$ cat config.mk
export PLATFORM = sky130hd
export DESIGN_NAME = i2s_rx_deser_flat
export DESIGN_NICKNAME = d
export VERILOG_FILES = /design/src/rtl/i2s_rx_deser_if.sv /design/src/rtl/i2s_rx_deser.sv /design/src/flat_wrapper.sv
export SDC_FILE = /design/constraint.sdc
export NUM_CORES = 1
export LEC_CHECK = 0
export CORE_MARGIN = 2
export CORE_UTILIZATION = 55
export DETAILED_ROUTE_END_ITERATION = 8
export PLACE_DENSITY = 0.77
export SETUP_SLACK_MARGIN = 0.15
export SLEW_MARGIN = 30
export SYNTH_ARGS = -nofsm -noshare
export SYNTH_HDL_FRONTEND = slang
export SYNTH_SLANG_ARGS = --single-unit
export TNS_END_PERCENT = 5
$ cat constraint.sdc
create_clock -name clk_i -period 2.2 [get_ports clk_i]
set_input_delay 0.44 -clock clk_i [delete_from_list [all_inputs] [get_ports clk_i]]
set_output_delay 0.44 -clock clk_i [all_outputs]
set_load 0.01 [all_outputs]
$ cat src/rtl/i2s_rx_deser_if.sv
// I2S receiver pin/sample bundle: serial WS/SD in, parallel sample plus status out.
// slave = receiver side, master = pin driver / sample consumer side.
interface i2s_rx_deser_if #(
  parameter int PKT_WIDTH = 16
);
  logic                        ws_i;
  logic                        sd_i;
  logic signed [PKT_WIDTH-1:0] pkt_o;
  logic                        pktChanged_o;
  logic                        locked_o;
  logic                        frameErr_o;

  modport slave (
    input  ws_i, sd_i,
    output pkt_o, pktChanged_o, locked_o, frameErr_o
  );

  modport master (
    output ws_i, sd_i,
    input  pkt_o, pktChanged_o, locked_o, frameErr_o
  );
endinterface

$ cat src/rtl/i2s_rx_deser.sv
// I2S serial-to-parallel receiver in the bit-clock domain: locks to WS, emits one sample per frame.
// Build option I2S_RX_MONO_SUM_EN: output floor((L+R)/2) after the right slot instead of the left word.
module i2s_rx_deser #(
  parameter int PKT_WIDTH  = 16,
  parameter int SLOT_WIDTH = 16
) (
  input logic           clk_i,
  input logic           rst_i,
  i2s_rx_deser_if.slave bus
);
  localparam int CNT_W = $clog2(SLOT_WIDTH + 1);
  localparam logic [CNT_W-1:0] CNT_LSB  = CNT_W'(PKT_WIDTH - 1);
  localparam logic [CNT_W-1:0] CNT_PKT  = CNT_W'(PKT_WIDTH);
  localparam logic [CNT_W-1:0] CNT_LAST = CNT_W'(SLOT_WIDTH - 1);
  localparam logic [CNT_W-1:0] CNT_SAT  = CNT_W'(SLOT_WIDTH);

  typedef enum logic [1:0] {UNLOCKED, LEFT, RIGHT} state_t;

  state_t                      state;
  logic [CNT_W-1:0]            bitCnt;
  logic                        wsQ;
  logic [PKT_WIDTH-2:0]        shiftReg;
  logic signed [PKT_WIDTH-1:0] word_p0;
  logic                        vld_p0;

  logic                        wsEdge, wsFall, wsRise;
  logic                        inSlot, goodEdge, frameBad, lsbHere;
  logic signed [PKT_WIDTH-1:0] rxWord;

`ifdef I2S_RX_MONO_SUM_EN
  logic signed [PKT_WIDTH-1:0] leftHold;
  logic                        leftOk;

  function automatic logic signed [PKT_WIDTH-1:0] monoMean(
    input logic signed [PKT_WIDTH-1:0] l,
    input logic signed [PKT_WIDTH-1:0] r
  );
    logic signed [PKT_WIDTH:0] s;
    s = (PKT_WIDTH+1)'(l) + (PKT_WIDTH+1)'(r);
    return s[PKT_WIDTH:1];
  endfunction
`endif

  assign wsEdge   = bus.ws_i ^ wsQ;
  assign wsFall   = wsQ & ~bus.ws_i;
  assign wsRise   = ~wsQ & bus.ws_i;
  assign inSlot   = (state != UNLOCKED);
  assign goodEdge = (bitCnt == CNT_LAST) &&
                    (((state == LEFT) && wsRise) || ((state == RIGHT) && wsFall));
  // Any unexpected edge, or the count running past the slot end, breaks alignment.
  assign frameBad = inSlot && (wsEdge ? !goodEdge : (bitCnt == CNT_SAT));
  assign lsbHere  = inSlot && (bitCnt == CNT_LSB) && !frameBad;
  assign rxWord   = {shiftReg, bus.sd_i};

  always_ff @(posedge clk_i) begin
    if (rst_i) begin
      state            <= UNLOCKED;
      bitCnt           <= '0;
      wsQ              <= bus.ws_i;
      shiftReg         <= '0;
      word_p0          <= '0;
      vld_p0           <= 1'b0;
      bus.pkt_o        <= '0;
      bus.pktChanged_o <= 1'b0;
      bus.locked_o     <= 1'b0;
      bus.frameErr_o   <= 1'b0;
`ifdef I2S_RX_MONO_SUM_EN
      leftHold         <= '0;
      leftOk           <= 1'b0;
`endif
    end else begin
      wsQ <= bus.ws_i;
      if (inSlot && (bitCnt < CNT_PKT))
        shiftReg <= rxWord[PKT_WIDTH-2:0];

      // p0 -> output: a pending word is dropped if its slot turns out bad this cycle
      bus.pktChanged_o <= vld_p0 && !frameBad;
      if (vld_p0 && !frameBad)
        bus.pkt_o <= word_p0;

      // LSB sample -> p0
      vld_p0 <= 1'b0;
`ifdef I2S_RX_MONO_SUM_EN
      if (lsbHere && (state == LEFT)) begin
        leftHold <= rxWord;
        leftOk   <= bus.locked_o;
      end
      if (lsbHere && (state == RIGHT) && leftOk) begin
        word_p0 <= monoMean(leftHold, rxWord);
        vld_p0  <= 1'b1;
      end
`else
      if (lsbHere && (state == LEFT) && bus.locked_o) begin
        word_p0 <= rxWord;
        vld_p0  <= 1'b1;
      end
`endif

      if (frameBad) begin
        bus.frameErr_o <= 1'b1;
        bus.locked_o   <= 1'b0;
        bitCnt         <= '0;
        // A falling offender is itself a valid left-slot start.
        state          <= wsFall ? LEFT : UNLOCKED;
`ifdef I2S_RX_MONO_SUM_EN
        leftOk         <= 1'b0;
`endif
      end else begin
        case (state)
          UNLOCKED: begin
            if (wsFall) begin
              state  <= LEFT;
              bitCnt <= '0;
            end
          end
          LEFT: begin
            if (goodEdge) begin
              state  <= RIGHT;
              bitCnt <= '0;
            end else if (bitCnt != CNT_SAT) begin
              bitCnt <= bitCnt + 1'b1;
            end
          end
          RIGHT: begin
            if (goodEdge) begin
              state        <= LEFT;
              bitCnt       <= '0;
              bus.locked_o <= 1'b1;
            end else if (bitCnt != CNT_SAT) begin
              bitCnt <= bitCnt + 1'b1;
            end
          end
          default: state <= UNLOCKED;
        endcase
      end
    end
  end
endmodule

$ cat src/flat_wrapper.sv
// flat-port wrapper written by rule: the top's interface ports become plain ports
module i2s_rx_deser_flat 
#(
  parameter int PKT_WIDTH  = 16,
  parameter int SLOT_WIDTH = 16
)
  (clk_i, rst_i, bus_ws_i, bus_sd_i, bus_pkt_o, bus_pktChanged_o, bus_locked_o, bus_frameErr_o);
  i2s_rx_deser_if #(.PKT_WIDTH(PKT_WIDTH)) bus_i ();
  input logic clk_i;
  input logic rst_i;
  input wire logic [$bits(bus_i.ws_i)-1:0] bus_ws_i;
  input wire logic [$bits(bus_i.sd_i)-1:0] bus_sd_i;
  output wire logic [$bits(bus_i.pkt_o)-1:0] bus_pkt_o;
  output wire logic [$bits(bus_i.pktChanged_o)-1:0] bus_pktChanged_o;
  output wire logic [$bits(bus_i.locked_o)-1:0] bus_locked_o;
  output wire logic [$bits(bus_i.frameErr_o)-1:0] bus_frameErr_o;
  assign bus_i.ws_i = bus_ws_i;
  assign bus_i.sd_i = bus_sd_i;
  assign bus_pkt_o = bus_i.pkt_o;
  assign bus_pktChanged_o = bus_i.pktChanged_o;
  assign bus_locked_o = bus_i.locked_o;
  assign bus_frameErr_o = bus_i.frameErr_o;
  i2s_rx_deser #(.PKT_WIDTH(PKT_WIDTH), .SLOT_WIDTH(SLOT_WIDTH)) u_core (.clk_i(clk_i), .rst_i(rst_i), .bus(bus_i));
endmodule
# After elaboration in Yosys (flattened, before gate mapping)
# Index checks and enable logic that the tools add are counted.
dict set report op_classes {
  addsub 1
  order_cmp 1
  eq_ne 10
  n_mux 12
  n_bitwise 5
  n_reduce_logical 21
}
# op count
set op_table {}
lappend op_table {{5-bit 2-to-1 mux} 3}
lappend op_table {{3-bit by 1-bit inequality test with 1-bit output (second input constant)} 4}
lappend op_table {{1-bit logical AND} 10}
lappend op_table {{5-bit case mux with 2 select lines} 1}
lappend op_table {{2-bit 2-to-1 mux} 4}
lappend op_table {{2-bit case mux with 3 select lines} 1}
lappend op_table {{3-bit AND reduction} 2}
lappend op_table {{5-bit by 1-bit adder with 5-bit output (second input constant)} 1}
lappend op_table {{5-bit by 4-bit == test with 1-bit output (second input constant)} 1}
lappend op_table {{5-bit == test (second input constant)} 1}
lappend op_table {{5-bit < comparator (second input constant)} 1}
lappend op_table {{5-bit inequality test (second input constant)} 1}
lappend op_table {{2-bit nonzero test} 2}
lappend op_table {{2-bit OR reduction} 2}
lappend op_table {{1-bit 2-to-1 mux} 3}
lappend op_table {{1-bit bitwise AND} 2}
lappend op_table {{2-bit by 1-bit == test with 1-bit output (second input constant)} 1}
lappend op_table {{2-bit == test (second input constant)} 1}
lappend op_table {{1-bit logical NOT} 2}
lappend op_table {{2-bit logical NOT} 1}
lappend op_table {{2-bit by 1-bit inequality test with 1-bit output (second input constant)} 1}
lappend op_table {{1-bit inverter} 2}
lappend op_table {{2-bit AND reduction} 1}
lappend op_table {{1-bit logical OR} 1}
lappend op_table {{1-bit bitwise XOR} 1}
dict set report totals {
  ff_bits 59
  inputBits 4
}

# Longest topological paths before layout
# Gate-level depths: netlist of run 1.
dict set report logic_depth {
  ltp_word 13
  ltp_mapped 9
  mapped_depth_nobuf 6
}

# Worst setup path before layout of run 1
# OpenSTA, ideal clock, no wires.
dict set report synth_path {
  kind {in2reg}
  from {input bus_ws_i}
  to {register u_core.word_p0[10]}
  setup_time_ps 72
  arrival_time_ps 1933
  required_ps 2128
  slack_ps 195
  stages 7
  path_buffers 1
  cell_sequence {inv_1 -> ha_1 -> a22oi_1 -> or2_2 -> a211oi_4 -> buf_8 -> mux2i_1}
}
dict set report synth_between {
  elab_chain_cells 12
  elab_cells_between_ends 15
  classes_between {1 x mux; 4 x bitwise; 10 x reduce/logical}
}
# item line
set synth_rtl {}
lappend synth_rtl {{from (decl)} flat_wrapper.sv:11} ;# input wire logic [$bits(bus_i.ws_i)-1:0] bus_ws_i;
lappend synth_rtl {{1-bit inverter} i2s_rx_deser.sv:45} ;# assign wsFall = wsQ & ~bus.ws_i;
lappend synth_rtl {{1-bit bitwise AND} i2s_rx_deser.sv:45}
lappend synth_rtl {{1-bit logical AND} i2s_rx_deser.sv:49} ;# (((state == LEFT) && wsRise) || ((state == RIGHT) && wsFall));
lappend synth_rtl {{1-bit logical OR} i2s_rx_deser.sv:49}
lappend synth_rtl {{1-bit logical AND} i2s_rx_deser.sv:48} ;# assign goodEdge = (bitCnt == CNT_LAST) &&
lappend synth_rtl {{1-bit logical NOT} i2s_rx_deser.sv:51} ;# assign frameBad = inSlot && (wsEdge ? !goodEdge : (bitCnt == CNT_SAT));
lappend synth_rtl {{1-bit 2-to-1 mux *} i2s_rx_deser.sv:51}
lappend synth_rtl {{1-bit logical AND *} i2s_rx_deser.sv:51}
lappend synth_rtl {{1-bit logical NOT *} i2s_rx_deser.sv:52} ;# assign lsbHere = inSlot && (bitCnt == CNT_LSB) && !frameBad;
lappend synth_rtl {{1-bit logical AND *} i2s_rx_deser.sv:52}
lappend synth_rtl {{1-bit logical AND * (2 in series)} i2s_rx_deser.sv:93} ;# if (lsbHere && (state == LEFT) && bus.locked_o) begin
lappend synth_rtl {{to (signal assigned)} i2s_rx_deser.sv:94} ;# word_p0 <= rxWord;
lappend synth_rtl {{to (decl)} i2s_rx_deser.sv:23} ;# logic signed [PKT_WIDTH-1:0] word_p0;
# Every way passes the cells marked *; elsewhere a longest branch is shown, timed or not.
# A chain may end at the register's enable or synchronous reset.

# Worst setup path in the final report of run 1
dict set report layout_path {
  from {register u_core.state[0]}
  to {register u_core.word_p0[9]}
}
dict set report layout_between {
  elab_chain_cells 11
  elab_cells_between_ends 15
  classes_between {2 x eq/ne; 1 x mux; 12 x reduce/logical}
}
# item line
set layout_rtl {}
lappend layout_rtl {{from (decl)} i2s_rx_deser.sv:19} ;# state_t state;
lappend layout_rtl {{from (signal assigned)} i2s_rx_deser.sv:104} ;# state <= wsFall ? LEFT : UNLOCKED;
lappend layout_rtl {{2-bit by 1-bit == test with 1-bit output or 2-bit == test (tied branches)} {i2s_rx_deser.sv:49, i2s_rx_deser.sv:93}}
lappend layout_rtl {{1-bit logical AND} i2s_rx_deser.sv:49}
lappend layout_rtl {{1-bit logical OR} i2s_rx_deser.sv:49}
lappend layout_rtl {{1-bit logical AND} i2s_rx_deser.sv:48}
lappend layout_rtl {{1-bit logical NOT} i2s_rx_deser.sv:51}
lappend layout_rtl {{1-bit 2-to-1 mux} i2s_rx_deser.sv:51}
lappend layout_rtl {{1-bit logical AND} i2s_rx_deser.sv:51}
lappend layout_rtl {{1-bit logical NOT} i2s_rx_deser.sv:52}
lappend layout_rtl {{1-bit logical AND} i2s_rx_deser.sv:52}
lappend layout_rtl {{1-bit logical AND * (2 in series)} i2s_rx_deser.sv:93}
# Marks and branches as above.

==> key figures, run 1 <==
Status
  • Status: completed

Detailed routing
  • Post-route antenna net violation count: 0
  • DRT Wirelength: 4810 um
  • DRC viols: 0
  • DR vias: around 1900
  • First-pass DRT Iterations: 4
  • DR vias/cell: 5.17
  • Starting DRT DRC Count: between 40 and 50
  • Wirelength per Cell: ~13 um

Worst setup path
  • CP Cell Sequence: inv_1 -> ha_1 -> a22oi_1 -> or2_2 -> a211oi_4 -> buf_6 -> clkbuf_16 -> mux2i_1
  • Critical path arrival: 2.28 ns
  • Flop2flop setup slack: ~0.19 ns
  • Reg2reg end: u_core.word_p0[9]
  • Max Fanout on Critical Path: 8
  • R2r startpoint: u_core.state[0]
  • Max stage delay on crit path: approximately 0.36 ns
  • Crit end category: flip-flop
  • CP Launch Type: flip-flop
  • Slowest CP cell: dfxtp_1
  • Reg2reg path depth: 8
  • Setup CP Type: reg -> reg
  • Required time worst endpoint: 2.46 ns

Synthesis
  • Avg Inst Size Synth: 9.50 um2
  • Yosys reg bits: just under 60
  • Syn_nets: about 290
  • Synth top area cells: dfxtp_1, mux2i_1, nand2b_1, a21oi_1, nand2_1
  • Distinct cells, synth: 37
  • Post-synthesis instance area: 0.00262 mm2
  • Share of the synthesized area in the top cell type: ~45%
  • Mapped Cells: 276
  • Yosys Warn Count: 0
  • Leading area contributor after synthesis: dfxtp_1
  • Sequential share of the synthesized area: about 45%

Global route
  • Global-route wire length before repair: roughly 7400 um
  • Largest net degree at the start of global routing: 22
  • Total Routing Usage GR: a little under a fifth
  • Antenna violations before repair: 0
  • Vias in the first global route: between 1500 and 2000
  • Global route overflow: 0

Clock network
  • Num Clock Sinks: 59
  • CTS root buf: clkbuf_8
  • CTS tree: yes
  • Maximum clock insertion buffer count: 2
  • Total CTS buffers: 9
  • H-tree depth: 3
  • Clock Latency Late Sink: roughly 0.34 ns
  • Clock transition at path regs: around 0.07 ns

Timing
  • Slew margin rel.: 75.5%
  • Hold slack final: about 0.27 ns
  • Clock period minus worst slack: between 2 and 2.5 ns
  • Final setup violation count: 0
  • Max Clk Rate: approximately 500 MHz
  • Layout Skew: 0.0124 ns
  • Slew Viols, Final: 0
  • Final Hold Viols: 0
  • Final period util: 91.5%
  • RSZ-0062 raised after global routing: true
  • Fin Setup TNS: 0 ns
  • Tightest Pin Transition: 0.366 ns

Power
  • Worst VDD drop: approximately 530 uV
  • Pwr dens: around 850 mW/mm2
  • Leak: 1.25 nW
  • Total power: about 2.7 mW

Cells and area
  • Share of cells above drive strength 1: between 10 and 15%
  • Final core occ: 69.2%
  • Filler instances: around 370
  • Most frequent cells in the layout: dfxtp_1, nand2b_1, mux2i_1
  • # diodes: 0
  • Area Growth Syn to Fin: 23.1%
  • Most common cell after layout, fill and taps aside: dfxtp_1
  • # nets final: 323

Floorplan
  • Die Wd: between 70 and 80 um
  • Die ar.: around 0.0053 mm2
  • Die Ht: roughly 73 um
  • Core area: around 0.0047 mm2
  • Initial Util: between 50% and 60%
  • Ports: 23
  • Row cnt: 25

Place
  • GPL Wtd Cong: 0.866
  • Port buffer count: 22
  • DP HPWL: about 2800 um

Min path
  • Hold path startpoint: bus_ws_i
  • Hold Crit Class: in -> reg
  • WHS Path Cells: 1
  • Hold endpoint: u_core.wsQ

Run
  • Max cap viols: 0
registers in the layout (all words and copies together), names as in the netlist:
name                     count
u_core.bus.pkt_o            16
u_core.shiftReg             15
u_core.word_p0              16
u_core.wsQ                   1
u_core.bus.locked_o          1
u_core.bus.frameErr_o        1
u_core.state                 2
u_core.vld_p0                1
u_core.bus.pktChanged_o      1
u_core.bitCnt                5
worst max path at each step:
stage,end,from,depth (start not counted),slack (ns)
finish,u_core.word_p0[9],u_core.state[0],8,0.19
global placement,u_core.bus.pkt_o[10],bus_ws_i,7,-0.21
CTS,u_core.word_p0[15],bus_ws_i,7,0.13
global route,u_core.word_p0[9],u_core.state[0],8,0.08
detailed placement,u_core.bus.pkt_o[12],bus_ws_i,7,-0.25
floorplan,u_core.word_p0[10],bus_ws_i,7,0.19
timing repair:
item                                   4_1_cts  5_1_grt
buffers inserted                             0        2
endpoints found under the hold margin        0        0
pin swaps                                    0        1
cloned                                       0        2
resized for setup                            1        5
hold buffers                                 0        0
setup endpoints to repair                   18       35
routing by layer:
metal,GRT usage [%],part of all wire [%]
met4,8.64,1.2
met2,29.1,46
met1,22.7,47
met5,0,0
met3,6.63,5.5
critical path, delay by kind of cell, from the launching register on:
kind	cells	cell delay [ns]
mux	1	0.21
flops	1	0.36
fa+ha+maj	1	0.25
buf+inv	3	0.42
simple gates	1	0.32
compound gates	2	0.38
synthesized netlist by cell type, drive strengths merged:
master	number
nor3	1
a21o	2
dfxtp	59
a211o	1
or2	4
o21ba	2
or3	1
a21oi	24
nor2	10
nand2b	49
a31oi	1
o22ai	1
mux2	1
and4bb	1
nand3	5
o21ai	3
a22oi	1
o211a	1
nor2b	2
ha	9
nand3b	1
nor4	1
clkbuf	10
and2	1
a211oi	4
nand2	31
o31ai	1
inv	10
buf	5
mux2i	32
nand4b	2
cells by family (layout without fill, tap and decap cells):
logic type	Yosys count	count (layout)	synth area share, %
AOI/OAI and AO/OA	41	41	9.98
adders and majority gates	9	9	4.30
buffers and inverters	25	64	5.49
DFF	59	59	45.1
muxes	33	33	12.6
and+or+nand+nor	109	109	22.5
report_power, final:
group | switching [mW] | internal, mW | leakage [nW] | total (mW)
clock | 0.447 | 0.642 | 0.102 | 1.09
combinational | 0.294 | 0.230 | 0.675 | 0.524
sequential | 0.0322 | 1.10 | 0.476 | 1.13
total | 0.773 | 1.97 | 1.25 | 2.75
metrics by stage:
stage	cell area, um2	setup slack (ns)	cells
final	3230	0.186	369
after global routing	3230	0.0799	369
after CTS	3140	0.130	365
after detailed placement	2910	-0.253	349
after global placement	2910	-0.211	349
after floorplan	2620	0.195	276
area by class of cell:
type	instances	area [um2]	share of cell area, %
repair buffers	38	402	12.5
well taps	54	67.6	2.09
flip-flops and latches	59	1180	36.6
clock inverters	7	100	3.10
inverters	10	37.5	1.16
clock buffers	9	124	3.84
multi-input cells	192	1310	40.7
Note: power is estimated with default switching activity, not from simulation.
==> run 2: changes to the inputs <==
Settings changed: SKIP_CTS_REPAIR_TIMING set to 1.
==> run 2 against run 1 <==
Against the previous run: die area unchanged; via count increased by 0.68%; maximum frequency decreased by 1.2%; sequential cell count unchanged; routed wire length decreased by 0.58%; hold slack improved by 0.0014 ns; largest power group unchanged; highest routed layer unchanged.
==> key figures, run 2 (same netlist as run 1, synthesis figures left out) <==
Power
  • Total power: ~2.7 mW
  • Leak: 1.25 nW
  • Pwr dens: ~850 mW/mm2
  • Worst VDD drop: 526 uV

Floorplan
  • Ports: 23
  • Core area: 0.00466 mm2
  • Die ar.: around 0.0053 mm2
  • Initial Util: 56.2%
  • Die Wd: 73.0 um
  • Row cnt: 25
  • Die Ht: roughly 73 um

Worst setup path
  • CP Cell Sequence: inv_1 -> ha_1 -> a22oi_1 -> or2_2 -> a211oi_4 -> buf_6 -> clkbuf_16 -> mux2i_1
  • Critical path arrival: between 2 and 2.5 ns
  • CP Launch Type: flip-flop
  • Max Fanout on Critical Path: 8
  • Slowest CP cell: dfxtp_1
  • Max stage delay on crit path: between 0.3 and 0.4 ns
  • Setup CP Type: reg -> reg
  • Required time worst endpoint: around 2.5 ns
  • Crit end category: flip-flop

Global route
  • Global route overflow: 0
  • Vias in the first global route: approximately 1700
  • Total Routing Usage GR: about 19%
  • Largest net degree at the start of global routing: 22
  • Antenna violations before repair: 0
  • Global-route wire length before repair: approximately 7400 um

Clock network
  • Clock transition at path regs: around 0.08 ns
  • Total CTS buffers: 9
  • Maximum clock insertion buffer count: 2
  • Clock Latency Late Sink: about 0.34 ns
  • CTS root buf: clkbuf_8
  • CTS tree: yes
  • H-tree depth: 3
  • Num Clock Sinks: 59

Detailed routing
  • DRC viols: 0
  • First-pass DRT Iterations: 4
  • DR vias/cell: ~5.2
  • DR vias: ~1900
  • Post-route antenna net violation count: 0
  • Starting DRT DRC Count: between 60 and 70
  • DRT Wirelength: approximately 4800 um
  • Wirelength per Cell: about 13 um

Cells and area
  • Final Instance Count excl. Fillers: 369
  • Top Registers: u_core.bus.pkt_o: 16 flops, u_core.word_p0: 16 flops, u_core.shiftReg: 15 flops
  • # nets final: between 300 and 400
  • Most frequent cells in the layout: dfxtp_1, nand2b_1, mux2i_1
  • Filler instances: roughly 370
  • Most common cell after layout, fill and taps aside: dfxtp_1
  • Finished layout cell area: approximately 0.0032 mm2
  • Area Growth Syn to Fin: 23.1%
  • # diodes: 0
  • Share of cells above drive strength 1: 14.6%

Timing
  • Clock period minus worst slack: between 2 and 2.5 ns
  • Tightest Pin Transition: around 0.36 ns
  • RSZ-0062 raised after global routing: true
  • Layout Skew: 0.0142 ns
  • Final period util: between 90% and 100%
  • Final setup violation count: 0
  • Slew Viols, Final: 0
  • Max Clk Rate: between 400 and 500 MHz
  • Final Hold Viols: 0
  • Slew margin rel.: around 76%

Place
  • Placed insts: approximately 350
  • Placed inst area: ~0.003 mm2
  • GPL Wtd Cong: approximately 0.87
  • DP HPWL: 2830 um
  • Port buffer count: 22

Status
  • Status: completed

Run
  • Max cap viols: 0

Min path
  • Hold Crit Class: in -> reg
-- run 2: through the flow --
step                setup TNS, ns  hold slack, ns  worst slack [ns]  utilization, %
floorplan                       0           0.437             0.195               -
global placement            -6.60           0.450            -0.211            62.5
detailed placement          -7.85           0.459            -0.253            62.5
CTS                             0           0.467             0.107            67.3
global route                    0           0.282            0.0614            69.2
finish                          0           0.270             0.162            69.2
-- run 2: final cells by class --
cell class / instances / area (um2) / area share (%)
Multi-Input combinational cell: 192 / 1310 / 40.7
Tap cell: 54 / 67.6 / 2.09
Clock buffer: 9 / 124 / 3.84
Sequential cell: 59 / 1180 / 36.6
Timing Repair Buffer: 38 / 402 / 12.5
Clock inverter: 7 / 100 / 3.10
Inverter: 10 / 37.5 / 1.16
-- run 2: path summary, 6_finish.rpt --
| path | startpoint | to | slack, ns | cells past startpoint |
|---|---|---|---|---|
| min | bus_ws_i | u_core.wsQ | 0.27 | 1 |
| max | u_core.state[0] | u_core.word_p0[9] | 0.16 | 8 |
| min reg2reg | u_core.shiftReg[14] | u_core.shiftReg[14] | 0.47 | 2 |
| max reg2reg | u_core.state[0] | u_core.word_p0[9] | 0.16 | 8 |
-- run 2: where the power goes --
| part | leakage, nW | total (mW) | internal, mW | switching [mW] |
|---|---|---|---|---|
| Sequential | 0.476 | 1.13 | 1.10 | 0.0324 |
| Combinational | 0.675 | 0.521 | 0.230 | 0.292 |
| Clock | 0.102 | 1.09 | 0.642 | 0.447 |
-- run 2: worst max-delay path, delay by kind of cell (launching register included) --
family | cells | cell delay, ns
and+or+nand+nor | 1 | 0.33
buffers and inverters | 3 | 0.41
muxes | 1 | 0.21
adders and majority gates | 1 | 0.26
DFF | 1 | 0.35
AOI/OAI and AO/OA | 2 | 0.39
-- run 2: layer usage --
metal | routed length, um | track usage [%] | vias up | share of wire [%]
met2 | 2210 | 28.8 | 45 | 46
met4 | 59 | 8.64 | 0 | 1.2
met5 | 0 | 0 | - | 0
met3 | 249 | 6.63 | 7 | 5.2
met1 | 2260 | 22.8 | 874 | 47
li1 | - | - | 993 | -
==> edit, RTL diff (flow settings as in run 1) <==
`SLOT_WIDTH` is set to 16 in 2 places; all go to 64.
--- a/src/rtl/i2s_rx_deser.sv
+++ b/src/rtl/i2s_rx_deser.sv
@@ -2,7 +2,7 @@
 // Build option I2S_RX_MONO_SUM_EN: output floor((L+R)/2) after the right slot instead of the left word.
 module i2s_rx_deser #(
   parameter int PKT_WIDTH  = 16,
-  parameter int SLOT_WIDTH = 16
+  parameter int SLOT_WIDTH = 64
 ) (
   input logic           clk_i,
   input logic           rst_i,
--- a/src/flat_wrapper.sv
+++ b/src/flat_wrapper.sv
@@ -2,7 +2,7 @@
 module i2s_rx_deser_flat 
 #(
   parameter int PKT_WIDTH  = 16,
-  parameter int SLOT_WIDTH = 16
+  parameter int SLOT_WIDTH = 64
 )
   (clk_i, rst_i, bus_ws_i, bus_sd_i, bus_pkt_o, bus_pktChanged_o, bus_locked_o, bus_frameErr_o);
   i2s_rx_deser_if #(.PKT_WIDTH(PKT_WIDTH)) bus_i ();
Function: same outputs for any inputs over 10 cycles, from zero or initial values and one cycle with rst_i high; that may be too few to reach the edited logic, so the function may still have changed.
==> edit against run 1 <==
- power rose by 6.5%
- core utilization rose by 0.66 points
- synthesized area rose by 1.4%
- final area rose by 1.6%
- first-iteration DRC count rose to 2.9 times the old value
- critical path depth fell by 1
- setup slack improved by 0.064 ns
- sequential share of layout area rose by 0.83 points
- cell count rose by 4.3%
- wire length rose by 1.6%
- sequential cell count rose by 2
- critical path type unchanged
==> edit: results (changes against run 1) <==
stage	metric	value	unit	change
placed_design	final weighted congestion in routability-driven placement	0.852		-1.6%
yosys	number of distinct library cells after synthesis	38		+2.7%
cells_and_area	final net count	339		+5.0%
routing	drt initial violations	120		+190%
sta	Setup Skew	0.0113	ns	-0.00112 ns
global_routing	number of global-route vias before repair	1835		+9.8%
yosys	post-synthesis net count	303		+4.8%
status	status	finished, final reports clean		
global_routing	largest net degree at the start of global routing	35		+59%
placed_design	half-perimeter wire length of the detailed placement result	3320	um	+17%
yosys	proportion of synthesized chip area in sequential cells	46.0	%	+0.89 points
power_and_ir_drop	Leak Pwr	1.30	nW	+3.6%
sta	actual slew at the worst max-slew pin	0.501	ns	+0.135 ns
critical_path	critical setup path kind	flip-flop to flip-flop		
clock_tree	H-tree depth reported by CTS	3		unchanged
critical_path	startpoint of the most critical register-to-register path	u_core.bitCnt[1]$_SDFFE_PP0P_		
yosys	cells taking the most area after synthesis	sky130_fd_sc_hd__dfxtp_1 (46%), sky130_fd_sc_hd__mux2i_1 (12%), sky130_fd_sc_hd__nand2b_1 (7.8%)		
cells_and_area	layout cell share with drive strength beyond 1	16.0	%	+1.4 points
power_and_ir_drop	cell-internal power	1.98	mW	+0.14%
critical_path	critical path arrival	2.19	ns	-0.09 ns
global_routing	met2 track utilization from global routing	30.3	%	+1.1 points
global_routing	met1 capacity usage during global routing	24.7	%	+2.1 points
global_routing	met3 track demand over resource in global routing	6.17	%	-0.46 points
power_and_ir_drop	Worst IR Drop VDD	0.585	mV	+11%
routing	overall routed net length	4890	um	+1.6%
==> edit: cell type report <==
| cell class | count | share of cell area, % |
|---|---|---|
| clock buffers | 9 | 3.78 |
| inverters | 8 | 0.916 |
| clock inverters | 7 | 2.25 |
| well taps | 54 | 2.06 |
| repair buffers | 38 | 11.0 |
| flip-flops and latches | 61 | 37.4 |
| multi-input cells | 208 | 42.6 |
==> edit: per-layer routing <==
metal	vias up	wire, um	part of all wire (%)
met5	-	0	0
met4	0	53	1.1
met3	4	133	2.7
met2	24	2320	47
met1	964	2380	49
li1	1044	-	-
==> edit: final timing paths <==
kind	endpoint	slack [ns]	cells past startpoint
worst max-delay path	u_core.state[0]$_SDFFE_PP0P_	0.25	7
worst min-delay path	u_core.wsQ$_DFF_P_	0.39	1
worst max register to register	u_core.state[0]$_SDFFE_PP0P_	0.25	7
worst min register to register	u_core.bus.pktChanged_o$_SDFF_PP0_	0.45	2
==> edit: cell families (layout without fill, tap and decap cells) <==
group           Yosys count  count (layout)  share of synthesized area, %
buf+inv                  21              62                          3.58
mux                      32              32                          12.1
compound gates           38              38                          8.57
flops                    61              61                          46.0
simple gates            129             129                          25.6
fa+ha+maj                 9               9                          4.24
==> edit: worst max-delay path: stages (launching register included) <==
cell,delay (ns)
sky130_fd_sc_hd__dfxtp_1,0.42
sky130_fd_sc_hd__inv_1,0.06
sky130_fd_sc_hd__ha_1,0.17
sky130_fd_sc_hd__and4bb_2,0.25
sky130_fd_sc_hd__a21oi_2,0.23
sky130_fd_sc_hd__nor2_4,0.09
sky130_fd_sc_hd__or3_1,0.37
sky130_fd_sc_hd__a311oi_2,0.27
==> edit: metrics by stage <==
stage | utilization (%) | cell area (um2) | hold WS [ns] | setup slack [ns] | std cells
2_1_floorplan | - | 2660 | 0.420 | 0.153 | 290
5_1_grt | 69.9 | 3280 | 0.394 | 0.140 | 385
3_5_place_dp | 64.2 | 3010 | 0.447 | -0.404 | 368
3_3_place_gp | 64.2 | 3010 | 0.443 | -0.236 | 368
4_1_cts | 69.3 | 3250 | 0.381 | 0.153 | 385
6_report | 69.9 | 3280 | 0.391 | 0.250 | 385
==> edit: repair_timing <==
item | in CTS | in global routing
endpoints found under the hold margin | 0 | 0
gates resized for setup | 11 | 6
buffers inserted | 1 | 0
setup endpoints to repair | 20 | 13
pin swaps | 2 | 1
==> edit: power by group through the flow <==
stage          registers [mW]  logic, mW  clock network (mW)
2_1_floorplan            1.19      0.447                   0
3_3_place_gp             1.20      0.669                   0
3_5_place_dp             1.20      0.689                   0
4_1_cts                  1.19      0.723               0.995
5_1_grt                  1.21      0.815                1.04
6_report                 1.20      0.749               0.980
